==> src/rtl/c7bbiu.sv <==
// c7bbiu -- bus interface unit between the c7b core and one external memory port.
//
// Arbitrates ICU line-fill reads against LSU reads and writes, runs exactly one
// memory transaction at a time, and steers the acknowledge and response back to
// whichever requester owns the transaction in flight.
//
// Parameters:
//   FAIR               1 = round-robin between LSU and ICU, 0 = LSU always wins
//
// Ports:
//   clk, resetn        core clock; synchronous active-low reset
//   icu_biu_*          ICU read request/address (held until ack)
//   biu_icu_*          ICU ack pulse, read data valid, read data
//   lsu_biu_rd_*       LSU read request/address (held until ack)
//   lsu_biu_wr_*       LSU write request/address/data/byte enables (held until ack)
//   biu_lsu_*          LSU read ack, write ack, read data valid/data, write done
//   biu_mem_*          registered memory request, write enable, address, data, strobes
//   mem_biu_*          memory accept, read data valid/data, write complete
module c7bbiu #(
    parameter int unsigned FAIR = 1
) (
    input  logic        clk,
    input  logic        resetn,

    input  logic        icu_biu_req,
    input  logic [31:0] icu_biu_addr,
    output logic        biu_icu_ack,
    output logic        biu_icu_data_valid,
    output logic [63:0] biu_icu_data,

    input  logic        lsu_biu_rd_req,
    input  logic [31:0] lsu_biu_rd_addr,
    output logic        biu_lsu_rd_ack,
    output logic        biu_lsu_data_valid,
    output logic [63:0] biu_lsu_data,

    input  logic        lsu_biu_wr_req,
    input  logic [31:0] lsu_biu_wr_addr,
    input  logic [63:0] lsu_biu_wr_data,
    input  logic [7:0]  lsu_biu_wr_strb,
    output logic        biu_lsu_wr_ack,
    output logic        biu_lsu_write_done,

    output logic        biu_mem_req,
    output logic        biu_mem_we,
    output logic [31:0] biu_mem_addr,
    output logic [63:0] biu_mem_wdata,
    output logic [7:0]  biu_mem_wstrb,
    input  logic        mem_biu_ack,
    input  logic        mem_biu_rvalid,
    input  logic [63:0] mem_biu_rdata,
    input  logic        mem_biu_wdone
);

    typedef enum logic [1:0] {StIdle, StReq, StRdWait, StWrWait} state_e;
    typedef enum logic [1:0] {OwnIcu, OwnLsuRd, OwnLsuWr} owner_e;

    state_e      state_q, state_d;
    owner_e      owner_q;
    logic        last_lsu_q;   // side granted most recently: 1 = LSU, 0 = ICU
    logic        hist_q;       // a grant has happened since reset, so last_lsu_q is meaningful
    logic        req_q;
    logic        we_q;
    logic [31:0] addr_q;
    logic [63:0] wdata_q;
    logic [7:0]  wstrb_q;

    // ------------------------------------------------------------------
    // Arbitration (only consumed while idle)
    // ------------------------------------------------------------------
    logic        lsu_any;
    logic        any_req;
    logic        grant_lsu;
    owner_e      lsu_pick;
    owner_e      win_owner;
    logic [31:0] win_addr;
    logic        load;

    assign lsu_any  = lsu_biu_wr_req | lsu_biu_rd_req;
    assign any_req  = lsu_any | icu_biu_req;
    // Inside the LSU a write always beats a read.
    assign lsu_pick = lsu_biu_wr_req ? OwnLsuWr : OwnLsuRd;

    always_comb begin
        grant_lsu = 1'b0;
        if (lsu_any && !icu_biu_req) begin
            grant_lsu = 1'b1;
        end else if (lsu_any && icu_biu_req) begin
            if (FAIR != 0) begin
                // Side not granted last wins; with no history yet the ICU goes first.
                grant_lsu = hist_q && !last_lsu_q;
            end else begin
                grant_lsu = 1'b1;
            end
        end
    end

    assign win_owner = grant_lsu ? lsu_pick : OwnIcu;

    always_comb begin
        win_addr = icu_biu_addr;
        unique case (win_owner)
            OwnIcu:   win_addr = icu_biu_addr;
            OwnLsuRd: win_addr = lsu_biu_rd_addr;
            OwnLsuWr: win_addr = lsu_biu_wr_addr;
            default:  win_addr = icu_biu_addr;
        endcase
    end

    assign load = (state_q == StIdle) && any_req;

    // ------------------------------------------------------------------
    // FSM: state register
    // ------------------------------------------------------------------
    always_ff @(posedge clk) begin
        if (!resetn) begin
            state_q <= StIdle;
        end else begin
            state_q <= state_d;
        end
    end

    // ------------------------------------------------------------------
    // FSM: next state
    // ------------------------------------------------------------------
    always_comb begin
        state_d = state_q;
        unique case (state_q)
            StIdle:   if (any_req)        state_d = StReq;
            StReq:    if (mem_biu_ack)    state_d = we_q ? StWrWait : StRdWait;
            StRdWait: if (mem_biu_rvalid) state_d = StIdle;
            StWrWait: if (mem_biu_wdone)  state_d = StIdle;
            default:                      state_d = StIdle;
        endcase
    end

    // ------------------------------------------------------------------
    // FSM: outputs. Acks and completions are combinational from the memory
    // inputs, gated by state and owner so only the owner ever sees them.
    // ------------------------------------------------------------------
    always_comb begin
        biu_icu_ack        = 1'b0;
        biu_lsu_rd_ack     = 1'b0;
        biu_lsu_wr_ack     = 1'b0;
        biu_icu_data_valid = 1'b0;
        biu_lsu_data_valid = 1'b0;
        biu_lsu_write_done = 1'b0;
        if (resetn) begin
            unique case (state_q)
                StReq: begin
                    if (mem_biu_ack) begin
                        biu_icu_ack    = (owner_q == OwnIcu);
                        biu_lsu_rd_ack = (owner_q == OwnLsuRd);
                        biu_lsu_wr_ack = (owner_q == OwnLsuWr);
                    end
                end
                StRdWait: begin
                    if (mem_biu_rvalid) begin
                        biu_icu_data_valid = (owner_q == OwnIcu);
                        biu_lsu_data_valid = (owner_q == OwnLsuRd);
                    end
                end
                StWrWait: begin
                    biu_lsu_write_done = mem_biu_wdone && (owner_q == OwnLsuWr);
                end
                default: ;
            endcase
        end
    end

    // Read data is a plain pass-through; only the valids are qualified.
    assign biu_icu_data = mem_biu_rdata;
    assign biu_lsu_data = mem_biu_rdata;

    // ------------------------------------------------------------------
    // Request registers: loaded only on a grant in idle, so a request that
    // is still high after its ack can never be issued twice.
    // ------------------------------------------------------------------
    always_ff @(posedge clk) begin
        if (!resetn) begin
            owner_q    <= OwnIcu;
            last_lsu_q <= 1'b0;
            hist_q     <= 1'b0;
            req_q      <= 1'b0;
            we_q       <= 1'b0;
            addr_q     <= '0;
            wdata_q    <= '0;
            wstrb_q    <= '0;
        end else if (load) begin
            owner_q    <= win_owner;
            last_lsu_q <= grant_lsu;
            hist_q     <= 1'b1;
            req_q      <= 1'b1;
            we_q       <= (win_owner == OwnLsuWr);
            addr_q     <= win_addr & 32'hFFFF_FFF8;
            wdata_q    <= (win_owner == OwnLsuWr) ? lsu_biu_wr_data : 64'h0;
            wstrb_q    <= (win_owner == OwnLsuWr) ? lsu_biu_wr_strb : 8'h0;
        end else if ((state_q == StReq) && mem_biu_ack) begin
            req_q      <= 1'b0;
        end
    end

    assign biu_mem_req   = req_q;
    assign biu_mem_we    = we_q;
    assign biu_mem_addr  = addr_q;
    assign biu_mem_wdata = wdata_q;
    assign biu_mem_wstrb = wstrb_q;

endmodule

==> config.mk <==
export PLATFORM = sky130hd
export DESIGN_NAME = c7bbiu
export DESIGN_NICKNAME = d
export VERILOG_FILES = /design/src/rtl/c7bbiu.sv
export SDC_FILE = /design/constraint.sdc
export NUM_CORES = 1
export LEC_CHECK = 0
export ABC_AREA = 1
export ABC_CLOCK_PERIOD_IN_PS = 1100
export CAP_MARGIN = 20
export CORE_AREA = 5 5 183 185
export CTS_CLUSTER_DIAMETER = 50
export DETAILED_ROUTE_END_ITERATION = 6
export DIE_AREA = 0 0 188 190
export SYNTH_ARGS = -nofsm -noshare
export SYNTH_HDL_FRONTEND = slang
export SYNTH_SLANG_ARGS = --single-unit
==> constraint.sdc <==
create_clock -name clk -period 1.1 [get_ports clk]
set_input_delay 0.22 -clock clk [delete_from_list [all_inputs] [get_ports clk]]
set_output_delay 0.22 -clock clk [all_outputs]
set_load 0.01 [all_outputs]
==> results of run 1 <==
[placed cells by master (no fill, tap or decap), drive strengths merged]
| cell | n |
|---|---|
| bufbuf | 1 |
| nor3 | 30 |
| conb | 3 |
| nor4 | 1 |
| nand3 | 165 |
| diode | 1 |
| o31ai | 1 |
| dfxtp | 109 |
| nand3b | 1 |
| inv | 114 |
| clkdlybuf4s50 | 165 |
| nand2 | 46 |
| clkbuf | 10 |
| nand4 | 1 |
| nor2 | 65 |
| o21ai | 75 |
| clkinv | 5 |
| a21oi | 7 |
| buf | 208 |
[power groups by stage]
stage	Clock (mW)	Combinational, mW	Sequential [mW]
after floorplan	0	1.86	4.65
after global placement	0	3.27	4.51
after detailed placement	0	3.29	4.52
after CTS	3.61	4.17	4.50
after global routing	3.79	4.68	4.58
final	3.42	4.36	4.54
[flip-flops by register name, indices dropped and copies added, names as in the netlist]
register       cells
biu_mem_addr      29
biu_mem_req        1
biu_mem_wdata     64
biu_mem_we         1
biu_mem_wstrb      8
hist_q             1
last_lsu_q         1
owner_q            2
state_q            2
[worst register-to-register path: stages (launching register included)]
cell,delay [ns]
sky130_fd_sc_hd__dfxtp_4,0.37
sky130_fd_sc_hd__inv_6,0.09
sky130_fd_sc_hd__buf_6,0.12
sky130_fd_sc_hd__nand2_8,0.07
sky130_fd_sc_hd__clkinv_8,0.06
sky130_fd_sc_hd__nand2_8,0.05
sky130_fd_sc_hd__buf_12,0.13
sky130_fd_sc_hd__buf_12,0.12
sky130_fd_sc_hd__buf_16,0.14
sky130_fd_sc_hd__nand2_4,0.06
sky130_fd_sc_hd__nand3_2,0.06
sky130_fd_sc_hd__nor2_2,0.10
sky130_fd_sc_hd__nor2_1,0.04
[final cells by class]
class | instances | area [sq um]
Fill cell | 3343 | 21800
Timing Repair Buffer | 374 | 3950
Multi-Input combinational cell | 395 | 2570
Sequential cell | 109 | 2320
Tap cell | 408 | 510
Inverter | 113 | 447
Clock buffer | 10 | 239
Clock inverter | 6 | 68.8
Antenna cell | 1 | 2.50
[stage by stage]
| step | setup TNS (ns) | area (sq um) | util |
|---|---|---|---|
| detailed placement | -69.29 | 8390 | 0.263 |
| CTS | -43.11 | 9500 | 0.298 |
| global placement | -65.96 | 8390 | 0.263 |
| floorplan | -5.55 | 5990 | - |
| global route | -50.00 | 10100 | 0.317 |
| finish | -42.22 | 10100 | 0.317 |
[cell usage after synthesis (all sizes together)]
cell and instances:
clkbuf 10, buf 169, conb 1, o21ai 75, dfxtp 109, o31ai 1, nor2 65, nand3b 1
nor3 30, nand4 1, clkinv 1, a21oi 7, nand2 46, inv 112, nand3 165, nor4 1
[kinds of logic after synthesis]
kind of cell,after synthesis,share of synthesized area
other,1,0.000641
AO/OA/AOI/OAI,83,0.0740
flip-flops,109,0.373
AND/OR/NAND/NOR,309,0.258
buffers and inverters,292,0.294
[path summary, 6_finish.rpt]
kind | slack, ns | endpoint | cells after the start
max | -0.46 | biu_lsu_write_done | 4
min reg2reg | 0.47 | biu_mem_wdata[48]$_SDFFE_PN0P_ | 2
max reg2reg | -0.45 | biu_mem_addr[7]$_SDFFE_PN0P_ | 12
min | 0.34 | last_lsu_q$_SDFFE_PN0P_ | 4
[per-layer routing]
metal,global-route usage,up-vias
met2,0.216,233
met5,0.00824,-
li1,-,2822
met3,0.0516,94
met1,0.133,2701
met4,0.0754,4
[repair_timing]
| item | 4_1_cts | 5_1_grt |
|---|---|---|
| cloned | 13 | 0 |
| pin swaps | 17 | 7 |
| gates resized for setup | 678 | 116 |
| setup endpoints to repair | 217 | 201 |
| hold buffers | 0 | 0 |
| buffers inserted | 21 | 24 |
| endpoints found under the hold margin | 0 | 0 |
==> results summary, run 1 <==
The HPWL after detailed placement came out at about 16000 um. The clock net in this run drives a total of roughly 110 sinks. The floorplan core area is around 32000 sq um. The clock passes through at most 2 buffers.

The relative contribution of sequential cells to total power came out at 0.369. The net switching component of the power came out at 3.96 mW. The total power divided by cell area is around 1200 nW/um^2.

The count of final setup violators came out at 114. The detailed router finished its first iteration with 188 violations. The worst slew margin relative to its limit is 0.364. The share of total power dissipated in combinational logic is 0.354. The checks that failed: negative setup slack. The initial core utilization is 0.183. The final count of hold timing violations is 0. The routed wire length per instance is 16.7 um. The number of CTS-inserted buffers came out at 9. The worst setup path is launched from a register. Setup repair after global routing could not meet its margin everywhere.

The wire length on met1 is just under 9000 um. The critical path's top delay family is flip-flops. The clock-pin transition on the worst setup and hold timing paths is roughly 0.090 ns. The clock tree synthesis step divided the H-tree into 3 levels. The detailed route wirelength on metal3 is 1920 um.

The cell chosen for the clock root is sky130_fd_sc_hd__clkbuf_16. In the detailed route, the total length drawn on met2 is approximately 12000 um. The die covers 35700 sq um.

The total number of vias is roughly 6000. The worst setup path startpoint is owner_q[0]$_SDFFE_PN0P_. The number of max-slew violations in the final report came out at 0.

Once placement completed, the tool counted placed cells totaling around 1300. In the post-synthesis netlist, the biggest area contributors are sky130_fd_sc_hd__dfxtp_1, sky130_fd_sc_hd__buf_4, sky130_fd_sc_hd__nand3_1, sky130_fd_sc_hd__inv_1, sky130_fd_sc_hd__o21ai_1. Walking the worst path, the cells encountered are nand3b_1 > buf_6 > nor4_4 > buf_2. After detailed routing, the number of remaining DRC violations is 0. The post-synthesis register bit count came out at approximately 110.

The flow ran to the end, but the final reports show violations. The largest individual stage delay along the critical path comes from the cell sky130_fd_sc_hd__dfxtp_4. The class of the most critical hold timing path is in -> reg. Overall power consumption after layout is estimated at 12.3 mW. Of the available clock period, the critical path in the final layout requires 1.42.

The number of nets with antenna violations after routing is 0. The buffers plus inverters on the worst setup path is 2. The Yosys warning count is 0.

The number of antenna violations at the first check in global routing came out at 2. Input and output buffers added on the ports amount to around 280. The total wire length came out at approximately 24000 um. The leakage component of the power is about 4.5 nW. The area growth from synthesis to layout is 72.9%. Entering global routing, the biggest net connects between 60 and 70 pins. Across every metal layer, demand over resource in global routing totals 0.128. The hold slack came out at about 0.34 ns. Derived from the worst setup path, the maximum achievable clock frequency is between 0.6 and 0.7 GHz. Of the total power, the clock network draws 0.278. Across the VDD grid, the largest voltage drop is ~1.1 mV. The max-capacitance violation count is 0. For this run, the number of standard cells in the final layout without fillers is 1416. For this run, the slowest stage of the critical path takes roughly 0.36 ns. The later pin in the worst-skew pair is clocked with a latency of about 0.37 ns. Counting every instance in the synthesized netlist gives a little under 800.

Routed signal wires occupy layers up through met5. The fraction of power spent switching nets came out at 0.321. The biggest area consumer among synthesized cells is sky130_fd_sc_hd__dfxtp_1. At the pin with the least slew margin, the transition time is ~0.95 ns. The global placement routability congestion is 0.771. The worst register-to-register path begins at state_q[1]$_SDFFE_PN0P_. TritonCTS built the clock tree. STA classifies the critical path endpoint as an output port. From bottom edge to top edge, the die measures 190 um. The least setup slack across all paths after layout came out at -0.461 ns.

The global-route congestion overflow total is 0. The width of the die is 188 um. The global-route wire length before repair came out at about 35000 um. The fraction of the yosys area taken by sequential cells came out at 0.373.

The arrival time reported for the critical path endpoint came out at about 1.3 ns. The mean instance size in the synthesized netlist is ~7.4 sq um. Of the cells placed in the final design, the portion with a size suffix greater than 1 is 0.473. The via count of the first global-routing pass was ~6000. The biggest fanout along the worst timing path is 4. The clock arrives with 0.0106 ns of skew. The netlist uses 28 different library cells. For the worst setup path, the data required time is ~0.88 ns. The site row count came out at 66. The worst slack after detailed placement came out at -0.769 ns.

The top-level port count came out at 480. The mapped netlist covers approximately 5800 sq um. The post-layout net count is between 1000 and 1500. The number of iterations in the first detailed-routing pass is 4.

The design internal power came out at 8.36 mW. The critical path in this run is classified as reg -> out. The portion of synthesized cell area occupied by the leading cell type is 0.373. The via count normalized by instance count came out at about 4.1. The worst hold path begins at resetn. The final period demand of the worst path came out at 1.56 ns.
No activity file was read; power rests on OpenSTA's default activity.
==> run 2: changes to the inputs <==
Settings changed: SLEW_MARGIN set to 20, TNS_END_PERCENT set to 1.
==> results summary, run 2 (synthesized netlist as in run 1, its figures left out) <==
The global placement routability congestion was 0.747 (was 0.771). The initial core utilization is 0.183 (unchanged). The number of sinks driven by the clock tree came to 109 (unchanged).

The full die area came out at 35700 sq um (unchanged). The number of stages on the worst hold path is 4 (unchanged). The master of the slowest instance on the critical path is sky130_fd_sc_hd__dfxtp_4 (unchanged). The logic depth of the worst register-to-register path came to 10 (was 12). The clock-pin transition on the worst setup and hold timing paths came out at 0.08 ns (was 0.09 ns).

The required time at the worst-slack endpoint came out at 0.88 ns (about the same). Setup repair after global routing missed its margin: yes (unchanged). The total power divided by cell area was 1260 nW/um^2 (was 1220 nW/um^2). The area occupied by registers came out at 2300 sq um (was 2320 sq um). The final count of hold timing violations came to 0 (unchanged).

The share of post-route cells with drive strength above 1 is 0.326 (was 0.473). The number of iterations in the first detailed-routing pass came out at 5 (was 4). The cell area reported after detailed placement was 8320 sq um (was 8390 sq um). The total number of vias is 5493 (was 5854). The routed wire length per instance came out at 15.4 um (was 16.7 um).

The cell chosen for the clock root was sky130_fd_sc_hd__clkbuf_16 (unchanged). The worst IR drop on VDD came out at 0.687 mV (was 1.12 mV). The number of antenna violations at the first check in global routing is 2 (unchanged). The DRC violation total after the first TritonRoute iteration is 194 (was 188). The number of nets with antenna violations after routing came to 0 (unchanged).

The critical path's top delay family is flip-flops (unchanged). The biggest fanout along the worst timing path is 4 (unchanged). The number of CTS-inserted buffers is 9 (unchanged). The total wire length is 21000 um (was 23700 um). The global-route congestion overflow total was 0 (unchanged). The area growth from synthesis to layout came out at 48.1% (was 72.9%).

The arrival time reported for the critical path endpoint is 1.43 ns (was 1.34 ns). The type of the setup path with the least slack is reg -> out (unchanged). The worst slack after detailed placement came out at -0.837 ns (was -0.769 ns). The DRC violations left came out at 0 (unchanged).

The via count of the first global-routing pass is 5563 (was 5956). The number of gates on the worst path with buffers counted is 4 (unchanged). The count of final setup violators came out at 114 (unchanged). Outcome: finished with violations (unchanged). The via count normalized by instance count was 4.03 (was 4.13). The maximum level of the CTS H-tree came out at 3 (unchanged). The pin count of the biggest net entering global routing is 63 (was 68). The global-route wire length before repair is 31900 um (was 34600 um). The width of the die came out at 188 um (unchanged). The endpoint type of the worst setup path is an output port (unchanged). The top-level port count is 480 (unchanged).

The startpoint kind of the worst setup timing path was a register (unchanged). Most used cells in the layout excluding fill and tap cells: sky130_fd_sc_hd__clkdlybuf4s50_1, sky130_fd_sc_hd__nand3_1, sky130_fd_sc_hd__inv_1 (unchanged). The period utilization is 1.50 (was 1.42).

The count of filler cells inserted in the layout came to 3466 (was 3343). Ordered list of cells on the worst path: nand3b_1 > buf_4 > nor4_4 > buf_2 (was nand3b_1 > buf_6 > nor4_4 > buf_2). The number of buffers inserted for hold repair after clock tree synthesis is 0 (unchanged). The floorplan core area came out at 31900 sq um (unchanged). The clock latency on the worst-skew pair is 0.37 ns (about the same).

The class of the most critical hold timing path is in -> reg (unchanged). The HPWL after detailed placement is 15800 um (was 16200 um). The die height is 190 um (unchanged).

The number of buffers added on ports is 275 (unchanged). The total negative slack is -37.35 ns (was -42.22 ns). The delay contributed by the slowest stage of the critical path came out at 0.37 ns (was 0.36 ns). The site row count is 66 (unchanged). The buffers plus inverters on the worst setup path is 2 (unchanged).

Violations in the final reports: negative setup slack (unchanged). The worst clock skew is 0.00978 ns (was 0.0106 ns). The final period demand of the worst path is 1.65 ns (was 1.56 ns). The number of flip-flops in the largest register came out at 64 (unchanged). The leakage component of the power came to 3.83 nW (was 4.46 nW). The most common library cell in the layout ignoring fill and taps is sky130_fd_sc_hd__clkdlybuf4s50_1 (unchanged). The buffer levels on the longest clock path came out at 2 (unchanged). The final instance area is 8660 sq um (was 10100 sq um).

The maximum clock frequency came out at 0.607 GHz (was 0.640 GHz). The number of max-slew violations in the final report came out at 0 (unchanged). The footprint of the multi-input gates is 2080 sq um (was 2570 sq um). The overall fraction of global-route tracks in use came to 0.115 (was 0.128). The post-layout net count came to 1189 (was 1242).

The least setup slack across all paths after layout is -0.548 ns (was -0.461 ns). The max-capacitance violation count came out at 0 (unchanged). The clock tree from TritonCTS was built (unchanged).
==> run 2: layer usage <==
layer / part of all wire / vias up / wire, um / track usage
met5: 0.00062 / - / 13 / 0
met4: 0.048 / 2 / 1000 / 0.0621
met3: 0.095 / 84 / 2000 / 0.0550
met2: 0.49 / 233 / 10200 / 0.194
met1: 0.37 / 2462 / 7740 / 0.118
li1: - / 2712 / - / -
==> run 2: final timing paths <==
path                                                      from                              to  slack [ns]
worst max register to register         state_q[0]$_SDFFE_PN0P_   biu_mem_addr[22]$_SDFFE_PN0P_       -0.38
worst min register to register  biu_mem_wdata[19]$_SDFFE_PN0P_  biu_mem_wdata[19]$_SDFFE_PN0P_        0.47
worst max-delay path                   owner_q[0]$_SDFFE_PN0P_              biu_lsu_write_done       -0.55
worst min-delay path                                    resetn         state_q[1]$_SDFFE_PN0P_        0.32
==> run 2: what timing repair did <==
item                       in CTS  in global routing
setup buffers                   2                  0
pin swaps                       1                  1
setup endpoints to repair     217                184
gates resized for setup       521                 99
==> run 2: worst reg2reg max path: cells and delay by family (launching register included) <==
| family | cells | cell delay [ns] |
|---|---|---|
| AND/OR/NAND/NOR | 6 | 0.48 |
| flip-flops | 1 | 0.36 |
| buffers and inverters | 4 | 0.49 |
==> run 2: per-stage QoR <==
| stage | total power [mW] | std cells | util | hold slack, ns |
|---|---|---|---|---|
| after floorplan | 6.43 | 796 | - | 0.358 |
| after global placement | 7.72 | 1345 | 0.261 | 0.440 |
| after detailed placement | 7.75 | 1345 | 0.261 | 0.440 |
| after CTS | 11.0 | 1362 | 0.260 | 0.298 |
| after global routing | 11.6 | 1362 | 0.272 | 0.324 |
| final | 10.9 | 1363 | 0.272 | 0.316 |
==> run 2: layout make-up <==
cell class              instances  area share
repair buffers                321       0.352
flip-flops and latches        109       0.266
multi-input cells             395       0.240
well taps                     408      0.0590
inverters                     113      0.0496
clock buffers                  10      0.0264
clock inverters                 6     0.00621
diodes                          1    0.000289
==> run 2: where the power goes <==
| group | switching, mW | leakage, nW | internal, mW |
|---|---|---|---|
| clock network | 1.69 | 0.141 | 1.59 |
| logic | 1.57 | 2.76 | 1.57 |
| registers | 0.188 | 0.931 | 4.31 |
==> run 3: changes to the inputs <==
Settings changed: CTS_BUF_LIST set to sky130_fd_sc_hd__clkbuf_2.
==> results summary, run 3 (synthesized netlist as in run 1, its figures left out) <==
The routed wire length per instance came out at 15.7 um (was 15.4 um). The worst clock skew is 0.0314 ns (was 0.00978 ns). The launch instance of the worst register-to-register path is state_q[1]$_SDFFE_PN0P_ (was state_q[0]$_SDFFE_PN0P_). The clock latency on the worst-skew pair came out at 0.70 ns (was 0.37 ns). The number of sinks driven by the clock tree is 109 (unchanged). The count of final setup violators came to 217 (was 114). The required time at the worst-slack endpoint is 0.88 ns (about the same). The flop-to-flop setup slack is -0.38 ns (about the same). The HPWL after detailed placement is 15800 um (unchanged). The global routing usage on met1 came out at 0.131 (was 0.118). The startpoint kind of the worst setup timing path was a register (unchanged). The final count of hold timing violations came out at 0 (unchanged). The site row count came out at 66 (unchanged). The biggest fanout along the worst timing path was 2 (was 4).

The most common library cell in the layout ignoring fill and taps is sky130_fd_sc_hd__clkdlybuf4s50_1 (unchanged). The total wire length came out at 23100 um (was 21000 um). The number of iterations in the first detailed-routing pass is 4 (was 5). The global placement routability congestion came out at 0.747 (unchanged).

The overall fraction of global-route tracks in use was 0.127 (was 0.115). The final core area utilization came out at 0.309 (was 0.272). The hold slack is 0.165 ns (was 0.316 ns). The maximum clock frequency came out at 0.496 GHz (was 0.607 GHz). The die height came out at 190 um (unchanged). The clock tree from TritonCTS is built (unchanged). The clock-pin transition on the worst setup and hold timing paths is 0.33 ns (was 0.08 ns).

The class of the most critical hold timing path was in -> reg (unchanged). The DRC violation total after the first TritonRoute iteration came to 244 (was 194). The total number of vias came out at 6010 (was 5493).

The leakage component of the power came out at 4.26 nW (was 3.83 nW). The reg-to-reg critical path endpoint is biu_mem_addr[22]$_SDFFE_PN0P_ (unchanged). The number of nets with antenna violations after routing is 0 (unchanged). The arrival time reported for the critical path endpoint came to 1.80 ns (was 1.43 ns). The cell chosen for the clock root is sky130_fd_sc_hd__clkbuf_2 (was sky130_fd_sc_hd__clkbuf_16). The endpoint type of the worst setup path is an output port (unchanged). The number of stages on the worst hold path is 5 (was 4). The period utilization is 1.83 (was 1.50). The number of max-slew violations in the final report is 0 (unchanged). The via count normalized by instance count is 4.09 (was 4.03). The worst IR drop on VDD came to 0.656 mV (was 0.687 mV). The area growth from synthesis to layout is 68.6% (was 48.1%). The DRC violations left is 0 (unchanged). The initial core utilization came out at 0.183 (unchanged). The type of the setup path with the least slack is reg -> out (unchanged).

Violations in the final reports: negative setup slack (unchanged). The number of flip-flops in the largest register came to 64 (unchanged). The final instance area was 9860 sq um (was 8660 sq um).

The via count of the first global-routing pass came out at 6240 (was 5563). The logic depth of the worst register-to-register path came out at 10 (unchanged). The width of the die came to 188 um (unchanged). The overall power came to 10.2 mW (was 10.9 mW). The worst hold endpoint is biu_mem_addr[30]$_SDFFE_PN0P_ (was state_q[1]$_SDFFE_PN0P_).

The global-route congestion overflow total came out at 0 (unchanged). The number of antenna violations at the first check in global routing is 4 (was 2). The worst slew margin relative to its limit came out at 0.410. For the pin with the worst max-slew slack, the measured transition is approximately 0.88 ns. The met2 usage came out at 0.215 (was 0.194). The cell area reported after detailed placement came out at 8320 sq um (unchanged). The pin count of the biggest net entering global routing was 63 (unchanged). Setup repair after global routing missed its margin: yes (unchanged). The post-layout net count came to 1291 (was 1189). The global-route wire length before repair is 35500 um (was 31900 um). The share of post-route cells with drive strength above 1 came to 0.317 (was 0.326).

Outcome: finished with violations (unchanged). The least setup slack across all paths after layout is -0.916 ns (was -0.548 ns). The busiest metal layer after global routing is met2 (unchanged).

The top-level port count came out at 480 (unchanged). The met3 track utilization from global routing came out at 0.0528 (was 0.0550). The final period demand of the worst path is 2.02 ns (was 1.65 ns). The worst setup path startpoint is owner_q[0]$_SDFFE_PN0P_ (unchanged). The total power divided by cell area came out at 1030 nW/um^2 (was 1260 nW/um^2). The number of buffers added on ports is 275 (unchanged).

The full die area is 35700 sq um (unchanged). The floorplan core area came to 31900 sq um (unchanged). The maximum level of the CTS H-tree is 3 (unchanged).

The buffer levels on the longest clock path is 2 (unchanged). The number of CTS-inserted buffers is 9 (unchanged). The source of the worst hold timing path was icu_biu_addr[30] (was resetn). The max-capacitance violation count is 0 (unchanged). Most used cells in the layout excluding fill and tap cells: sky130_fd_sc_hd__clkdlybuf4s50_1, sky130_fd_sc_hd__nand3_1, sky130_fd_sc_hd__buf_6 (was sky130_fd_sc_hd__clkdlybuf4s50_1, sky130_fd_sc_hd__nand3_1, sky130_fd_sc_hd__inv_1).
==> run 3: cell count changes in the layout (fill, tap and decap cells not counted), moves of 4 or more <==
cell,previous run,this run
sky130_fd_sc_hd__buf_6,55,107
sky130_fd_sc_hd__buf_2,51,6
sky130_fd_sc_hd__dfxtp_1,18,3
sky130_fd_sc_hd__dfxtp_2,89,105
sky130_fd_sc_hd__clkbuf_16,9,0
sky130_fd_sc_hd__diode_2,1,5
sky130_fd_sc_hd__clkbuf_2,1,10
sky130_fd_sc_hd__dlygate4sd3_1,0,101
sky130_fd_sc_hd__nand3_2,1,5
==> run 3: layout make-up <==
cell class	count	area, sq um
Antenna cell	5	12.5
Clock buffer	10	50.0
Clock inverter	6	53.8
Fill cell	3293	22000
Inverter	113	434
Multi-Input combinational cell	395	2110
Sequential cell	109	2320
Tap cell	408	510
Timing Repair Buffer	423	4370
==> run 3: layer usage <==
layer | vias to the layer above | share of wire
met5 | - | 0
met4 | 0 | 0.052
met3 | 94 | 0.087
met2 | 280 | 0.49
met1 | 2716 | 0.37
li1 | 2920 | -
==> run 3: per-stage QoR <==
| step | cells | setup slack, ns | TNS [ns] |
|---|---|---|---|
| 4_1_cts | 1464 | -1.12 | -91.32 |
| 5_1_grt | 1468 | -1.16 | -99.43 |
| 6_report | 1469 | -0.916 | -71.08 |
| 3_5_place_dp | 1345 | -0.837 | -68.12 |
| 3_3_place_gp | 1345 | -0.878 | -67.89 |
| 2_1_floorplan | 796 | -0.0975 | -5.68 |
==> run 3: worst max-delay path by stage <==
| stage | end | depth (start not counted) |
|---|---|---|
| global placement | biu_lsu_wr_ack | 5 |
| detailed placement | biu_lsu_wr_ack | 5 |
| CTS | biu_lsu_write_done | 4 |
| global route | biu_lsu_write_done | 4 |
| floorplan | biu_mem_addr[21]$_SDFFE_PN0P_ | 8 |
| finish | biu_lsu_write_done | 4 |
==> run 3: report_power, final <==
part / internal, mW / switching [mW] / leakage, nW
sequential: 4.34 / 0.228 / 0.936
clock: 0.366 / 1.57 / 0.0708
combinational: 1.98 / 1.69 / 3.25
total: 6.69 / 3.48 / 4.26
==> run 3: repair_timing <==
action | CTS | global route
gates cloned | 0 | 0
gates resized for setup | 675 | 27
setup endpoints to repair | 217 | 218
hold buffers | 101 | 0
pin swaps | 1 | 3
setup buffers | 3 | 0
hold endpoints to repair | 94 | 0
==> run 3: worst max-delay path, cell delays in order, from the launching register on <==
cell                       delay (ns)
sky130_fd_sc_hd__dfxtp_4         0.43
sky130_fd_sc_hd__nand3b_1        0.19
sky130_fd_sc_hd__buf_6           0.15
sky130_fd_sc_hd__nor4_4          0.15
sky130_fd_sc_hd__buf_2           0.19
